File: src/rtl/key_lut_pkg.sv
// key_lut_pkg: shared constants, width helpers and the table entry type for key_lut_cam.
//   ptr_width(nr) : bits needed to index nr table entries (at least 1)
//   cnt_width(nr) : bits needed to hold a count of 0..nr
//   entry_t       : one table slot {valid, key, data}. Key and data fields are sized for the
//                   widest supported configuration (64 bits). Narrower instances store
//                   zero-extended values, and synthesis removes the constant upper bits.
package key_lut_pkg;

  localparam int unsigned KeyMaxLen  = 64;
  localparam int unsigned DataMaxLen = 64;

  function automatic int unsigned ptr_width(int unsigned nr);
    return (nr > 1) ? $clog2(nr) : 1;
  endfunction

  function automatic int unsigned cnt_width(int unsigned nr);
    return $clog2(nr + 1);
  endfunction

  typedef struct packed {
    logic                  valid;
    logic [KeyMaxLen-1:0]  key;
    logic [DataMaxLen-1:0] data;
  } entry_t;

endpackage

File: src/rtl/key_lut_prienc.sv
// key_lut_prienc: lowest-index priority encoder.
//   req_i : N request bits
//   idx_o : index of the lowest set bit in req_i (0 when none is set)
//   any_o : high when at least one bit of req_i is set
module key_lut_prienc
  import key_lut_pkg::*;
#(
  parameter int unsigned N    = 4,
  parameter int unsigned IdxW = ptr_width(N)
) (
  input  logic [N-1:0]    req_i,
  output logic [IdxW-1:0] idx_o,
  output logic            any_o
);

  // Scan from the top down so the lowest set bit is the last one written.
  always_comb begin
    idx_o = '0;
    any_o = 1'b0;
    for (int i = N - 1; i >= 0; i--) begin
      if (req_i[i]) begin
        idx_o = IdxW'(i);
        any_o = 1'b1;
      end
    end
  end

endmodule

File: src/rtl/key_lut_cam.sv
// key_lut_cam: small fully-associative key -> data lookup table.
//   clk, rst                  : clock and synchronous active-high reset
//   wr_en/wr_key/wr_data      : insert a new key or update the data of an existing key
//   del_en/del_key            : remove the entry holding del_key (no-op on a miss)
//   flush                     : invalidate every entry (wins over write and delete)
//   lk_valid/lk_key/lk_ready  : lookup request handshake
//   default_out               : data returned on a miss, captured with the lookup
//   rsp_valid/rsp_hit/rsp_data/rsp_ready : registered lookup response handshake
//   count/full                : number of valid entries, and count == NR_KEY
// When the table is full a new key overwrites the slot at a round-robin replacement pointer.
module key_lut_cam
  import key_lut_pkg::*;
#(
  parameter int unsigned NR_KEY      = 4,
  parameter int unsigned KEY_LEN     = 4,
  parameter int unsigned DATA_LEN    = 8,
  parameter int unsigned HAS_DEFAULT = 1
) (
  input  logic                          clk,
  input  logic                          rst,
  input  logic                          wr_en,
  input  logic [KEY_LEN-1:0]            wr_key,
  input  logic [DATA_LEN-1:0]           wr_data,
  input  logic                          del_en,
  input  logic [KEY_LEN-1:0]            del_key,
  input  logic                          flush,
  input  logic                          lk_valid,
  input  logic [KEY_LEN-1:0]            lk_key,
  output logic                          lk_ready,
  input  logic [DATA_LEN-1:0]           default_out,
  output logic                          rsp_valid,
  output logic                          rsp_hit,
  output logic [DATA_LEN-1:0]           rsp_data,
  input  logic                          rsp_ready,
  output logic [cnt_width(NR_KEY)-1:0]  count,
  output logic                          full
);

  localparam int unsigned PtrW = ptr_width(NR_KEY);
  localparam int unsigned CntW = cnt_width(NR_KEY);

  entry_t               tbl_q [NR_KEY];
  entry_t               tbl_d [NR_KEY];
  logic [PtrW-1:0]      rp_q, rp_d;
  logic [CntW-1:0]      count_q, count_d;
  logic                 rsp_valid_q, rsp_valid_d;
  logic                 rsp_hit_q, rsp_hit_d;
  logic [DATA_LEN-1:0]  rsp_data_q, rsp_data_d;

  logic [KeyMaxLen-1:0]  lk_key_x, wr_key_x, del_key_x;
  logic [DataMaxLen-1:0] wr_data_x, hit_data_full;
  logic [NR_KEY-1:0]     lk_match, wr_match, del_match, free_vec;
  logic [PtrW-1:0]       lk_idx, wr_idx, del_idx, free_idx, wr_tgt;
  logic                  lk_any, wr_any, del_any, free_any;
  logic                  lk_acc, del_eff;
  logic                  unused_hit_data;

  assign lk_key_x  = KeyMaxLen'(lk_key);
  assign wr_key_x  = KeyMaxLen'(wr_key);
  assign del_key_x = KeyMaxLen'(del_key);
  assign wr_data_x = DataMaxLen'(wr_data);

  always_comb begin
    for (int i = 0; i < NR_KEY; i++) begin
      lk_match[i]  = tbl_q[i].valid && (tbl_q[i].key == lk_key_x);
      wr_match[i]  = tbl_q[i].valid && (tbl_q[i].key == wr_key_x);
      del_match[i] = tbl_q[i].valid && (tbl_q[i].key == del_key_x);
      free_vec[i]  = !tbl_q[i].valid;
    end
  end

  key_lut_prienc #(.N(NR_KEY)) u_lk_enc (.req_i(lk_match), .idx_o(lk_idx), .any_o(lk_any));
  key_lut_prienc #(.N(NR_KEY)) u_wr_enc (.req_i(wr_match), .idx_o(wr_idx), .any_o(wr_any));
  key_lut_prienc #(.N(NR_KEY)) u_del_enc (.req_i(del_match), .idx_o(del_idx), .any_o(del_any));
  key_lut_prienc #(.N(NR_KEY)) u_free_enc (.req_i(free_vec), .idx_o(free_idx), .any_o(free_any));

  assign lk_ready = !rsp_valid_q || rsp_ready;
  assign lk_acc   = lk_valid && lk_ready;

  // Only the low DATA_LEN bits of a stored entry are ever non-zero.
  assign hit_data_full   = tbl_q[lk_idx].data;
  assign unused_hit_data = ^hit_data_full;

  // Response register: lookup sees the table as it was before this edge's writes.
  always_comb begin
    rsp_valid_d = rsp_valid_q;
    rsp_hit_d   = rsp_hit_q;
    rsp_data_d  = rsp_data_q;
    if (lk_acc) begin
      rsp_valid_d = 1'b1;
      rsp_hit_d   = lk_any;
      if (lk_any) begin
        rsp_data_d = hit_data_full[DATA_LEN-1:0];
      end else begin
        rsp_data_d = (HAS_DEFAULT != 0) ? default_out : '0;
      end
    end else if (rsp_ready) begin
      rsp_valid_d = 1'b0;
    end
  end

  // A delete of the key being written in the same cycle is dropped.
  assign del_eff = del_en && del_any && !(wr_en && (wr_key == del_key));

  // Slot for a new key: first free slot, else the replacement pointer (pre-edge state).
  assign wr_tgt = free_any ? free_idx : rp_q;

  always_comb begin
    tbl_d = tbl_q;
    rp_d  = rp_q;
    if (flush) begin
      for (int i = 0; i < NR_KEY; i++) begin
        tbl_d[i].valid = 1'b0;
      end
      rp_d = '0;
    end else begin
      if (del_eff) begin
        tbl_d[del_idx].valid = 1'b0;
      end
      // Applied after the delete: if a full-table replacement lands on the slot being
      // deleted, the new key wins and the slot stays valid.
      if (wr_en) begin
        if (wr_any) begin
          tbl_d[wr_idx].data = wr_data_x;
        end else begin
          tbl_d[wr_tgt] = '{valid: 1'b1, key: wr_key_x, data: wr_data_x};
          if (!free_any) begin
            rp_d = (rp_q == PtrW'(NR_KEY - 1)) ? '0 : rp_q + PtrW'(1);
          end
        end
      end
    end
    // Count tracks the valid bits exactly, which keeps corner cases self-consistent.
    count_d = '0;
    for (int i = 0; i < NR_KEY; i++) begin
      count_d = count_d + CntW'(tbl_d[i].valid);
    end
  end

  always_ff @(posedge clk) begin
    if (rst) begin
      for (int i = 0; i < NR_KEY; i++) begin
        tbl_q[i] <= '0;
      end
      rp_q        <= '0;
      count_q     <= '0;
      rsp_valid_q <= 1'b0;
      rsp_hit_q   <= 1'b0;
      rsp_data_q  <= '0;
    end else begin
      tbl_q       <= tbl_d;
      rp_q        <= rp_d;
      count_q     <= count_d;
      rsp_valid_q <= rsp_valid_d;
      rsp_hit_q   <= rsp_hit_d;
      rsp_data_q  <= rsp_data_d;
    end
  end

  assign rsp_valid = rsp_valid_q;
  assign rsp_hit   = rsp_hit_q;
  assign rsp_data  = rsp_data_q;
  assign count     = count_q;
  assign full      = (count_q == CntW'(NR_KEY));

endmodule
File: config.mk
export PLATFORM = sky130hd
export DESIGN_NAME = key_lut_cam
export DESIGN_NICKNAME = d
export VERILOG_FILES = /design/src/rtl/key_lut_pkg.sv /design/src/rtl/key_lut_prienc.sv /design/src/rtl/key_lut_cam.sv
export SDC_FILE = /design/constraint.sdc
export NUM_CORES = 1
export LEC_CHECK = 0
export CAP_MARGIN = 0
export CORE_UTILIZATION = 47
export CTS_BUF_LIST = sky130_fd_sc_hd__clkbuf_8 sky130_fd_sc_hd__clkbuf_16
export CTS_CLUSTER_SIZE = 10
export DETAILED_ROUTE_END_ITERATION = 8
export PLACE_DENSITY = 0.75
export SETUP_SLACK_MARGIN = 0.3
export SYNTH_ARGS = -nofsm -noshare
export SYNTH_HDL_FRONTEND = slang
export SYNTH_HIERARCHICAL = 1
export SYNTH_SLANG_ARGS = --single-unit
File: constraint.sdc
create_clock -name clk -period 8.5 [get_ports clk]
set_clock_uncertainty 0.2 [all_clocks]
set_input_delay 1.275 -clock clk [delete_from_list [all_inputs] [get_ports clk]]
set_output_delay 1.275 -clock clk [all_outputs]
set_load 0.01 [all_outputs]
==> results.rst <==
.. list-table::
   :header-rows: 1

   * - Metric
     - Value
   * - Power density cells
     - 155 nW/um2
   * - Setup repair after global routing missed its margin
     - no
   * - Finished Core Util
     - 0.574
   * - Setup violators final
     - 0
   * - Total power
     - 0.682 mW
   * - Result of the run
     - completed
   * - Remaining design rule violation count
     - 0
   * - Avg Cell Area, Syn
     - 9.23 um2
   * - Worst EP arrival
     - roughly 4800 ps
   * - Master of the slowest instance on the critical path
     - clkdlybuf4s50_1
   * - DIE WIDTH
     - 90.8 um
   * - Peak Freq
     - 210 MHz
   * - Dominant cells by area after synthesis
     - dfxtp_1 (36%), mux2i_1 (16%), xnor2_1 (8.7%)
   * - Commonest cells post-synth
     - nor2_1 (70), dfxtp_1 (67), mux2i_1 (59)
   * - Wire length of the first global-routing pass
     - 13600 um
   * - Level count of the clock H-tree
     - 3
   * - Number of failing hold endpoints at the final stage
     - 0
   * - Hold WC Path Type
     - flip-flop to flip-flop
   * - Worst reg2reg path endpoint
     - count[1]
   * - Antenna violations before repair
     - 0
   * - Launching point of the worst reg2reg path
     - tbl_q[453]
   * - Number of clock sinks seen by CTS
     - between 60 and 70
   * - Warnings, synthesis
     - 6
   * - Post-synthesis cell type count
     - between 40 and 50
   * - Setup Crit Path Kind
     - primary input to flip-flop
   * - Number of flip-flops and latches in the synthesized netlist
     - 67
   * - Area share of the largest cell type after synthesis
     - 0.362
   * - Floorplan Core Area
     - 7690 um2
   * - Number of nets in the layout
     - 475
   * - Largest fanout of any net on the critical path
     - 10
   * - Worst vdd rail ir drop
     - 82.1 uV
   * - Half-perimeter wire length after detailed placement
     - 5940 um
   * - Die Height
     - 90.8 um
   * - Fill cells
     - 695
   * - Worst path cell trace
     - clkdlybuf4s50_1, xnor2_1, nand3_1, nor3_1, nor2_1, nand2_1, inv_1, and2_1, nand2_1, o31a_1, fa_1, inv_1, ha_1, ha_1, nor2b_1
   * - Worst hold path stage count
     - 2
   * - Number of buffers created by CTS
     - 9
   * - Reg clk slew, reported paths
     - 80 ps
   * - Startpoint types
     - primary input
   * - Starting utilization of the core area
     - 0.482
   * - Area taken by flip-flops and latches
     - around 1300 um2
   * - Endpoint class of the critical path
     - flip-flop
   * - Final worst path period share
     - 0.560
   * - CTS tree
     - built
   * - Number of enable flip-flop cells after synthesis
     - 0
   * - Synthesis-to-finish area growth
     - 18.9%
   * - Port-buffer cells
     - slightly below 50
   * - Post-synthesis net count
     - about 440
   * - Library cell occupying the most area in the post-synthesis netlist
     - dfxtp_1
   * - Die Area
     - 8250 um2
   * - Synth Flop Type
     - dfxtp_1
   * - Number of optimization iterations in the first detailed-route pass
     - 4
   * - Top-count cell post-synth
     - nor2_1
   * - Global Route Usage Sum
     - 0.212
   * - Routed length per placed instance
     - 15.2 um
   * - Vias per cell
     - about 5.3
   * - Register-to-register setup slack
     - 4990 ps
   * - Pin count of the biggest net entering global routing
     - 68
   * - Buffers inserted during post-CTS setup optimization
     - 0
   * - Total grt overflow
     - 0
   * - Synthesized instance count
     - 402
   * - RePlAce Congestion
     - approximately 0.86
   * - Clock Path Buffers
     - 2
   * - Final Routed Wirelength
     - 8250 um
   * - Startpoint of the tightest hold check path
     - tbl_q[388]
   * - Hold bufs inserted after CTS
     - 0
   * - Number of standard-cell rows in the floorplan
     - 32
   * - Cells on worst reg2reg path
     - 14
   * - Multi-input combinational cell area
     - 2200 um2
   * - Antenna diodes
     - 0
   * - Number of global-route vias before repair
     - 2824
   * - Source-to-sink clock delay at the later pin of the worst-skew pair
     - between 300 and 400 ps
   * - Number of instances resized during post-cts repair
     - 0
   * - Slew at the pin closest to its max-slew limit
     - 1170 ps
   * - Sink of the worst hold path
     - tbl_q[388]
   * - Async SR Flop Fraction
     - 0
   * - Mapped cell area
     - between 3000 and 4000 um2
   * - Count of nets left with antenna violations after detail routing
     - 0
   * - Setup Total Neg Slack
     - 0 ps
   * - Pleak
     - approximately 1.8 nW
   * - Share of final-layout standard cells stronger than drive strength 1
     - 0.0862
   * - Max-slew violations
     - 0
   * - Total I/O pin count
     - 50
   * - Sequential cell area fraction in the yosys report
     - 0.362
   * - Worst stage delay on the critical path
     - around 750 ps
   * - Worst max-slew margin expressed relative to the limit
     - 0.219
   * - Vias post-DR
     - 2893
   * - Number of design-rule violations left by the first detailed-router iteration
     - 138
   * - Root buffer selected by CTS
     - clkbuf_8
   * - Time the worst path needs with I/O delays and setup
     - 4760 ps
   * - Required time of the critical path
     - 8500 ps
   * - Max-cap viol count
     - 0
## registers in the layout, indices dropped and copies added, names as in the netlist
signal and flops:
rsp_valid 1, tbl_q 52, rp_q 2, rsp_data 8, count 3, rsp_hit 1
## critical path: cells and delay by family
kind                     cells  cell delay [ps]
AND/OR/NAND/NOR              7             1370
buffers and inverters        3              930
adder cells (fa/ha/maj)      3              770
AO/OA/AOI/OAI                1              240
XOR/XNOR                     1              170
## power by group
group | internal [mW] | switching, mW
Sequential | 0.322 | 0.00515
Clock | 0.137 | 0.132
Combinational | 0.0441 | 0.0416
Total | 0.503 | 0.179
## cell families after synthesis
logic type,count (synthesis),synth area share
buffers and inverters,41,0.0462
adders and majority gates,4,0.0155
xor gates and xnor gates,49,0.116
DFF,67,0.362
and+or+nand+nor,141,0.180
muxes,67,0.208
AOI/OAI and AO/OA,33,0.0729
## layer usage
layer | vias up | global-route usage | part of all wire
li1 | 1441 | - | -
met5 | - | 0 | 0
met3 | 14 | 0.0311 | 0.040
met4 | 0 | 0.0886 | 0.023
met2 | 84 | 0.364 | 0.49
met1 | 1354 | 0.263 | 0.45
## area by class of cell
class / count / share of cell area
timing repair buffer: 49 / 0.110
tap: 102 / 0.0289
clock buffer: 9 / 0.0281
sequential: 67 / 0.304
clock inverter: 7 / 0.0170
multi-input combinational: 294 / 0.499
inverter: 15 / 0.0128
## how the worst max path moves through the flow
stage	slack (ps)	endpoint	from	depth (start not counted)
after detailed placement	3430	count[1]	wr_key[2]	15
after global routing	3530	count[1]	wr_key[2]	15
after global placement	3630	count[1]	wr_key[3]	15
after floorplan	4210	count[1]	wr_key[3]	16
final	3740	count[1]	wr_key[1]	15
after CTS	3790	count[1]	wr_key[3]	15
## cell usage in the layout, fill, tap and decap left out, drive strengths merged, types with 2 or more instances in the layout
cell type      synthesis  layout
or3b                   2       2
dfxtp                 67      67
nor2                  70      70
mux2i                 59      59
nand3                 14      14
xnor2                 37      37
o31a                   2       2
nand3b                 3       3
ha                     3       3
clkbuf                14       9
nand4b                 2       2
o21ai                  5       5
nor3                  20      20
inv                   15      17
a31oi                  4       4
xor2                  12      12
and2                   2       2
clkdlybuf4s50          0      48
nor2b                  5       5
clkinvlp               0       3
nand2b                 6       6
mux4                   8       8
nand2                  8       8
a211oi                 8       8
a21oi                  8       8
nor3b                  5       5
## stage by stage
stage          std cells  hold WS [ps]  setup WS (ps)  cell area [um2]
2_1_floorplan        402           258           4210             3710
3_3_place_gp         527           270           3630             4210
3_5_place_dp         527           284           3430             4210
4_1_cts              543           303           3790             4410
5_1_grt              543           323           3530             4410
6_report             543           298           3740             4410
No activity file was read; power rests on OpenSTA's default activity.
